### config.mk
export PLATFORM = sky130hd
export DESIGN_NAME = regfile_fifo_ctrl
export DESIGN_NICKNAME = d
export VERILOG_FILES = /design/src/rtl/regfile_fifo_ctrl.sv
export SDC_FILE = /design/constraint.sdc
export NUM_CORES = 1
export LEC_CHECK = 0
export ABC_AREA = 1
export ABC_CLOCK_PERIOD_IN_PS = 1930
export CAP_MARGIN = 20
export CORE_ASPECT_RATIO = 0.5
export CORE_MARGIN = 2
export CORE_UTILIZATION = 23
export CTS_CLUSTER_DIAMETER = 40
export CTS_CLUSTER_SIZE = 25
export DETAILED_ROUTE_END_ITERATION = 8
export PLACE_DENSITY = 0.8
export SLEW_MARGIN = 10
export SYNTH_ARGS = -nofsm -noshare
export SYNTH_HDL_FRONTEND = slang
export SYNTH_SLANG_ARGS = --single-unit
### constraint.sdc
create_clock -name clk -period 1.93 [get_ports clk]
set_input_delay 0.579 -clock clk [delete_from_list [all_inputs] [get_ports clk]]
set_output_delay 0.579 -clock clk [all_outputs]
set_load 0.01 [all_outputs]
### src/rtl/regfile_fifo_ctrl.sv
// FIFO controller for an external separate-port register file: pointers, occupancy, flags.
// Optional one-entry registered output stage enabled by defining REGFILE_FIFO_CTRL_OUT_REG_EN.

module regfile_fifo_ctrl #(
  parameter  int WIDTH = 32,
  parameter  int N     = 4,
  localparam int AW    = $clog2(N),
  localparam int LW    = $clog2(N + 2)
) (
  input  logic             clk,
  input  logic             rstn,
  input  logic             in_valid,
  output logic             in_ready,
  input  logic [WIDTH-1:0] in_data,
  output logic             out_valid,
  input  logic             out_ready,
  output logic [WIDTH-1:0] out_data,
  output logic [LW-1:0]    level,
  output logic             full,
  output logic             empty,
  output logic             rf_write_en,
  output logic [AW-1:0]    rf_write_addr,
  output logic [WIDTH-1:0] rf_data_in,
  output logic             rf_read_en,
  output logic [AW-1:0]    rf_read_addr,
  input  logic [WIDTH-1:0] rf_data_out
);

  localparam logic [LW-1:0] CNT_FULL = LW'(N);
`ifdef REGFILE_FIFO_CTRL_OUT_REG_EN
  localparam logic [LW-1:0] CAPACITY = LW'(N + 1);
`else
  localparam logic [LW-1:0] CAPACITY = LW'(N);
`endif

  logic [AW-1:0] r_wr_ptr;
  logic [AW-1:0] r_rd_ptr;
  logic [LW-1:0] r_cnt;

  logic          w_push;
  logic          w_pop;
  logic          w_deq;
  logic          w_cnt_nz;
  logic [LW-1:0] w_cnt_nxt;
  logic [LW-1:0] w_level;

  assign w_cnt_nz = (r_cnt != '0);
  // A full register file refuses a push even when a pop frees a slot this cycle.
  assign in_ready = rstn & (r_cnt != CNT_FULL);
  assign w_push   = in_valid & in_ready;
  assign w_pop    = out_valid & out_ready;

`ifdef REGFILE_FIFO_CTRL_OUT_REG_EN
  logic             r_ov;
  logic [WIDTH-1:0] r_od;

  // Refill the output stage whenever it is empty or being drained this cycle.
  assign w_deq = w_cnt_nz & (~r_ov | w_pop);

  always_ff @(posedge clk) begin
    if (!rstn) begin
      r_ov <= 1'b0;
      r_od <= '0;
    end else if (w_deq) begin
      r_ov <= 1'b1;
      r_od <= rf_data_out;
    end else if (w_pop) begin
      r_ov <= 1'b0;
    end
  end

  assign out_valid = r_ov;
  assign out_data  = r_od;
  assign w_level   = r_cnt + {{(LW-1){1'b0}}, r_ov};
`else
  assign w_deq     = w_pop;
  assign out_valid = w_cnt_nz;
  assign out_data  = rf_data_out;
  assign w_level   = r_cnt;
`endif

  always_comb begin
    w_cnt_nxt = r_cnt;
    case ({w_push, w_deq})
      2'b10:   w_cnt_nxt = r_cnt + 1'b1;
      2'b01:   w_cnt_nxt = r_cnt - 1'b1;
      default: w_cnt_nxt = r_cnt;
    endcase
  end

  // NOTE: reset is synchronous, so it sits inside the clocked branch and the sensitivity list is clk only.
  always_ff @(posedge clk) begin
    if (!rstn) begin
      r_wr_ptr <= '0;
      r_rd_ptr <= '0;
      r_cnt    <= '0;
    end else begin
      if (w_push) r_wr_ptr <= r_wr_ptr + 1'b1;
      if (w_deq)  r_rd_ptr <= r_rd_ptr + 1'b1;
      r_cnt <= w_cnt_nxt;
    end
  end

  assign level         = w_level;
  assign full          = (w_level == CAPACITY);
  assign empty         = ~out_valid;
  assign rf_write_en   = w_push;
  assign rf_write_addr = r_wr_ptr;
  assign rf_data_in    = in_data;
  assign rf_read_en    = w_cnt_nz;
  assign rf_read_addr  = r_rd_ptr;

endmodule

* After elaboration in Yosys (flattened, before gate mapping)
Cells that the tools add are included.
** Word-level totals
- Flip-flop bits (word level) :: 7
- Input bits :: 68
** Operators by class
- Add/subtract/negate cells :: 4
- Equality and inequality tests :: 4
- Multiplexer cells :: 1
- Bitwise operators :: 4
- Reductions and logical operators :: 2
** Operators by type and width (count)
- 3-bit case mux with 2 select lines :: 1
- 2-bit by 1-bit adder with 2-bit output (second input constant) :: 2
- 3-bit by 1-bit adder with 3-bit output (second input constant) :: 1
- 1-bit bitwise AND :: 3
- 3-bit == test (second input constant) :: 1
- 3-bit != test (second input constant) :: 1
- 3-bit nonzero test :: 1
- 3-bit by 1-bit subtractor with 3-bit output (second input constant) :: 1
- 2-bit by 1-bit == test with 1-bit output (second input constant) :: 1
- 2-bit == test (second input constant) :: 1
- 2-bit nonzero test :: 1
- 1-bit inverter :: 1

* Depth between registers and ports, before layout
Gate-level depths: netlist of the first run.
- Word-level depth :: 5
- Gate-level depth with buffers :: 13
- Gate-level depth less buffers :: 13

* Worst setup path before layout of the first run
Ideal clock, no wire load.
- Path type :: register -> register
- Start point :: register r_cnt[0] (netlist: level[0])
- End point :: register r_cnt[2] (netlist: level[2])
- Data arrival time :: 1.599 ns
- Data required time :: 1.817 ns
- Setup slack :: 0.218 ns
- Cell stages (with the launch flop) :: 14
- Path buffers :: 0
- Period minus slack after synthesis :: 1.712 ns
- Cell sequence :: dfxtp_1 -> nor2_4 -> nand2_4 -> nand2_4 -> inv_2 -> ha_1 -> inv_1 -> fa_1 -> inv_1 -> nand2_1 -> nand3_1 -> nand2_1 -> nand2_1 -> nor2_1
** Between the ends
- Elaborated cells between the ends (all ways) :: 11
** RTL lines
- start, declared :: line 38 : logic [LW-1:0] r_cnt;
- start signal, assigned :: line 100 : r_cnt <= w_cnt_nxt;
- 3-bit nonzero test (*) :: line 47 : assign w_cnt_nz = (r_cnt != '0);
- via out_valid :: line 15 : output logic out_valid,
- 1-bit bitwise AND (*) :: line 51 : assign w_pop = out_valid & out_ready;
- via w_deq :: line 42 : logic w_deq;
- 2-bit by 1-bit == test with 1-bit output or 2-bit == test (tied branches) :: line 84 : case ({w_push, w_deq})
- 3-bit case mux with 2 select lines or 2-bit nonzero test (tied branches)
Mark *: on every way through the listed nets, which the timed path passes. The rest lies on a longest branch.
A chain may end at the register's enable or synchronous reset.

* Final worst setup path of the first run
- Start point :: register r_cnt[1] (netlist: level[1])
- End point :: output port out_valid
** Between the ends
- Cells in the longest elaborated chain, start to end :: 1
** Ends and longest elaborated chain (line)
- 3-bit nonzero test :: 47
- end, declared :: 15
No other way between the ends.

==> results of run 1 <==
[metal layers]
metal,wire length (um),global-route usage (%)
met1,382,4.06
met3,191,3.58
met4,37,5.64
met2,766,11.2
met5,0,0
[cell usage after synthesis]
cell type	number	area (um2)
nand2_4	2	22.5
fa_1	1	20.0
nand2_1	12	45.0
o21ai_1	1	5.00
nand3_1	2	10.0
nor2_1	4	15.0
inv_1	14	52.6
nand3_2	2	20.0
ha_1	1	12.5
buf_4	65	488
a21oi_2	2	17.5
o21ai_0	1	5.00
nor2_2	3	18.8
inv_2	2	7.51
a21oi_1	2	10.0
dfxtp_1	7	140
nand2_2	3	18.8
nor2_4	1	11.3
[registers in the layout (all words and copies together) (netlist names)]
name           count
level              3
rf_read_addr       2
rf_write_addr      2
[metrics by stage]
stage | worst slack, ps | TNS, ps | std cells | utilization (%) | area, um2
final | 64.7 | 0 | 142 | 19.8 | 764
after global routing | -5.13 | -5.13 | 142 | 19.8 | 764
after CTS | 11.8 | 0 | 142 | 19.7 | 759
after detailed placement | -487 | -1820 | 137 | 18.4 | 712
after global placement | -484 | -1750 | 137 | 18.4 | 712
after floorplan | 218 | 0 | 125 | - | 920
[cells by family (layout without fill, tap and decap cells)]
group,after synthesis,in the layout,synth area share (%)
AOI/OAI and AO/OA,6,6,4.08
buffers and inverters,81,44,59.6
DFF,7,7,15.2
and+or+nand+nor,29,29,17.6
adders and majority gates,2,2,3.54
[critical path, cell delays in order, from the launching register on]
cell and delay, ps:
dfxtp_2 370, nor2_4 50, nand2_4 90, clkdlybuf4s50_1 550
[power by group]
part,switching [mW],internal (mW),total [mW]
clock,0.0671,0.143,0.210
combinational,0.283,0.293,0.577
sequential,0.0463,0.190,0.236
total,0.397,0.626,1.02
[timing repair]
action | 4_1_cts | 5_1_grt
setup buffers | 1 | 0
endpoints found under the setup margin | 8 | 4
pin swaps | 1 | 1
resized for setup | 10 | 3
[layout make-up]
cell class | count | share of cell area [%]
clock buffers | 4 | 5.89
well taps | 54 | 8.84
repair buffers | 24 | 28.0
multi-input cells | 37 | 30.6
inverters | 16 | 7.86
flip-flops and latches | 7 | 18.8
[final timing paths]
path / slack [ps] / depth (start not counted) / endpoint / start
worst max-delay path: 60 / 3 / out_valid / level[1]
worst min-delay path: 480 / 2 / rf_write_addr[0] / rf_write_addr[0]
worst max register to register: 70 / 14 / level[2] / level[0]
worst min register to register: 480 / 2 / rf_write_addr[0] / rf_write_addr[0]
==> results.yml, run 1 <==
status:
  status: "completed"
yosys:
  syn_inst: 125
  synth_area_um2: 920
  yosysWarnings: 0
  ys_ff_latch: 7
  yosysUniqueCellTypes: 18
  syn_nets: 195
  synth_area_per_cell_um2: 7.36
  ys_seq_area_share_pct: 15.2
global_route:
  globalRouteTotalUtil_pct: 6.01
  antenna_found_initial: 0
  grt_pass1_vias: 502
  grt_max_degree: 7
  grt_pass1_wl_mm: 2.16
  grt-ovfl-total: 0
clocking:
  htreeDepth: 1
  clk-insertion-delay-late_ps: 230
  clk_pin_slew_ps: 40
  cts.sinks: 7
  cts_tree: "done"
  cts_buffers: 3
  holdBufCountCts: 0
  clock_path_buffers: 2
  cts_root_buffer: "clkbuf_8"
place:
  io_buffers: 16
  dp_hpwl_mm: 1.12
  place.gp.congestion: 0.748
final_layout:
  fillCellCount: 426
  area_growth_pct: -16.9
  multi_input_area_um2: 234
  nets: 159
  layout-drive-gt1-share_pct: 35.2
  antenna_cells: 0
  final_cell_mix: "inv_1, nand2_1, clkdlybuf4s50_1"
  mostFrequentLayoutCell: "inv_1"
  sequential_cell_area_um2: 144
timing:
  finalCritPeriodShare_pct: 96.6
  period_minus_slack_ps: 1870
  max_freq_mhz: 536
  setup_viol: 0
  whs_ps: 478
  slew_headroom_pct: 85.6
  worst_slew_pin_slew_ps: 216
  drv_slew: 0
  final_hold_viol_count: 0
  clock_skew_ps: 0.657
floorplanning:
  core_mm2: 0.00386
  dieArea_mm2: 0.00455
  rows: 16
  start_util_pct: 23.8
  die_x_um: 93.4
  ios: 145
  die_h_um: 48.7
critical_path:
  criticalPathCategory: "flop to output port"
  start_kind: "flop"
  critPathArrivalTime_ps: 1290
  critical_path_required_ps: 1350
  crit_fanout: 6
  end_kind: "output port"
worst_hold_path:
  hp-class: "flop to flop"
routing:
  routed_via_density: 3.54
  wl_per_cell_um: 9.70
  drc: 0
  wl_mm: 1.38
  first_pass_iters: 4
  postRouteAntennaNets: 0
  vias: 503
  drt_iter0_drc: 18
flow_run:
  maxCapViolations: 0
pwr:
  power.total_mw: 1.02
  p_leak_nw: 0.362
  cellPowerDensity_mw_per_mm2: 1340
  irDropWorstVdd_mv: 0.225
(Power assumes the default switching activity.)
==> run 2, diff against run 1 <==
--- a/config.mk
+++ b/config.mk
@@ -14,7 +14,7 @@
 export CTS_CLUSTER_DIAMETER = 40
 export CTS_CLUSTER_SIZE = 25
 export DETAILED_ROUTE_END_ITERATION = 8
-export PLACE_DENSITY = 0.8
+export PLACE_DENSITY = 0.92
 export SLEW_MARGIN = 10
 export SYNTH_ARGS = -nofsm -noshare
 export SYNTH_HDL_FRONTEND = slang
==> results.yml, run 2 (synthesized netlist as in run 1, its figures left out) <==
status:
  status: "completed"
clocking:
  cts_tree: "done"
  cts_root_buffer: "clkbuf_8"
  clk-insertion-delay-late_ps: 230
  htreeDepth: 1
  cts.sinks: 7
  clk_pin_slew_ps: 40
  clock_path_buffers: 2
  cts_buffers: 3
critical_path:
  start_kind: "flop"
  crit_path_end: "level[0]"
  critical_path_required_ps: 1350
  r2r_end: "level[2]"
  criticalPathCategory: "flop to output port"
  crit_fanout: 4
  reg2regPathDepth: 13
  r2r_start: "level[1]"
  critPathArrivalTime_ps: 1300
  worstSetupStartpoint: "level[0]"
  regToRegSetupSlack_ps: 100
  end_kind: "output port"
pwr:
  clockPowerShare_pct: 21.2
  p_sw_share_pct: 40.8
  p_sw_mw: 0.410
  power.internal_mw: 0.595
  irDropWorstVdd_mv: 0.213
  p_leak_nw: 0.373
  cellPowerDensity_mw_per_mm2: 1340
  p_comb_share_pct: 55.0
  seq_power_share_pct: 23.8
timing:
  whs_ps: 469
  drv_slew: 0
  final_hold_viol_count: 0
  slew_headroom_pct: 84.6
  max_freq_mhz: 531
  worst_slew_pin_slew_ps: 231
  clock_skew_ps: 2.45
  finalCritPeriodShare_pct: 97.6
  rsz0062_at_grt: "false"
  period_minus_slack_ps: 1880
  setup_viol: 0
routing:
  wl_per_cell_um: 11.6
  first_pass_iters: 2
  wl_mm: 1.61
  vias: 502
  postRouteAntennaNets: 0
  drt_iter0_drc: 38
  drc: 0
  routed_via_density: 3.61
global_route:
  grt-ovfl-total: 0
  grt_pass1_vias: 461
  grt_max_degree: 7
  globalRouteTotalUtil_pct: 6.54
  antenna_found_initial: 0
  grt_pass1_wl_mm: 2.25
final_layout:
  largest_reg_flops: 3
  final_cell_mix: "inv_1, nand2_1, clkdlybuf4s50_1"
  multi_input_area_um2: 241
  layout-drive-gt1-share_pct: 34.1
  fillCellCount: 414
  sequential_cell_area_um2: 143
  area_growth_pct: -18.5
  mostFrequentLayoutCell: "inv_1"
  antenna_cells: 0
  instances_no_fill: 139
  nets: 156
floorplanning:
  rows: 16
  core_mm2: 0.00386
  die_x_um: 93.4
  dieArea_mm2: 0.00455
  die_h_um: 48.7
  ios: 145
  start_util_pct: 23.8
flow_run:
  maxCapViolations: 0
place:
  place.gp.congestion: 0.765
  io_buffers: 16
  dp_hpwl_mm: 1.28
  dp.cells: 135
worst_hold_path:
  hp-class: "flop to flop"
## run 2: cell type report
| type | instances | area share (%) |
|---|---|---|
| Multi-Input combinational cell | 37 | 32.2 |
| Timing Repair Buffer | 21 | 25.7 |
| Sequential cell | 7 | 19.0 |
| Tap cell | 54 | 9.02 |
| Inverter | 16 | 8.01 |
| Clock buffer | 4 | 6.01 |
## run 2: power by group through the flow
stage	logic (mW)	registers (mW)	clock network, mW
floorplan	0.430	0.251	0
global placement	0.546	0.232	0
detailed placement	0.571	0.235	0
CTS	0.552	0.233	0.216
global route	0.600	0.243	0.230
finish	0.553	0.239	0.213
## run 2: worst min-delay path by stage
stage / from / to / slack (ps) / cells past startpoint
5_1_grt: rf_write_addr[0] / rf_write_addr[0] / 500 / 2
2_1_floorplan: rf_write_addr[0] / rf_write_addr[0] / 490 / 2
4_1_cts: rf_write_addr[0] / rf_write_addr[0] / 470 / 2
6_report: rf_write_addr[0] / rf_write_addr[0] / 470 / 2
3_3_place_gp: rf_write_addr[0] / rf_write_addr[0] / 460 / 2
3_5_place_dp: rf_write_addr[0] / rf_write_addr[0] / 460 / 2
## run 2: through the flow
| step | setup TNS, ps | cell area (um2) | worst slack, ps | power, mW | util [%] |
|---|---|---|---|---|---|
| finish | 0 | 749 | 46.7 | 1.01 | 19.4 |
| global route | 0 | 749 | 0.215 | 1.07 | 19.4 |
| CTS | 0 | 737 | 5.45 | 1.00 | 19.1 |
| detailed placement | -1970 | 697 | -522 | 0.806 | 18.0 |
| global placement | -1640 | 697 | -488 | 0.778 | 18.0 |
| floorplan | 0 | 920 | 218 | 0.681 | - |
## run 2: worst max-delay path, stage by stage, from the launching register on
cell and delay, ps:
dfxtp_1 390, buf_4 160, clkdlybuf4s50_1 530
## run 2: per-layer routing
layer  global-route usage (%)  vias up  wire (um)
li1                         -      225          -
met1                     4.06      233        422
met2                     11.8       34        873
met3                     4.98       10        246
met4                     6.13        0         63
met5                        0        -          0
## run 2: what timing repair did
item                                    CTS  global route
hold buffers                              0             0
gates resized for setup                  10             8
endpoints found under the setup margin    6             4
cloned                                    0             0
pin swaps                                 0             1
buffers inserted                          0             0
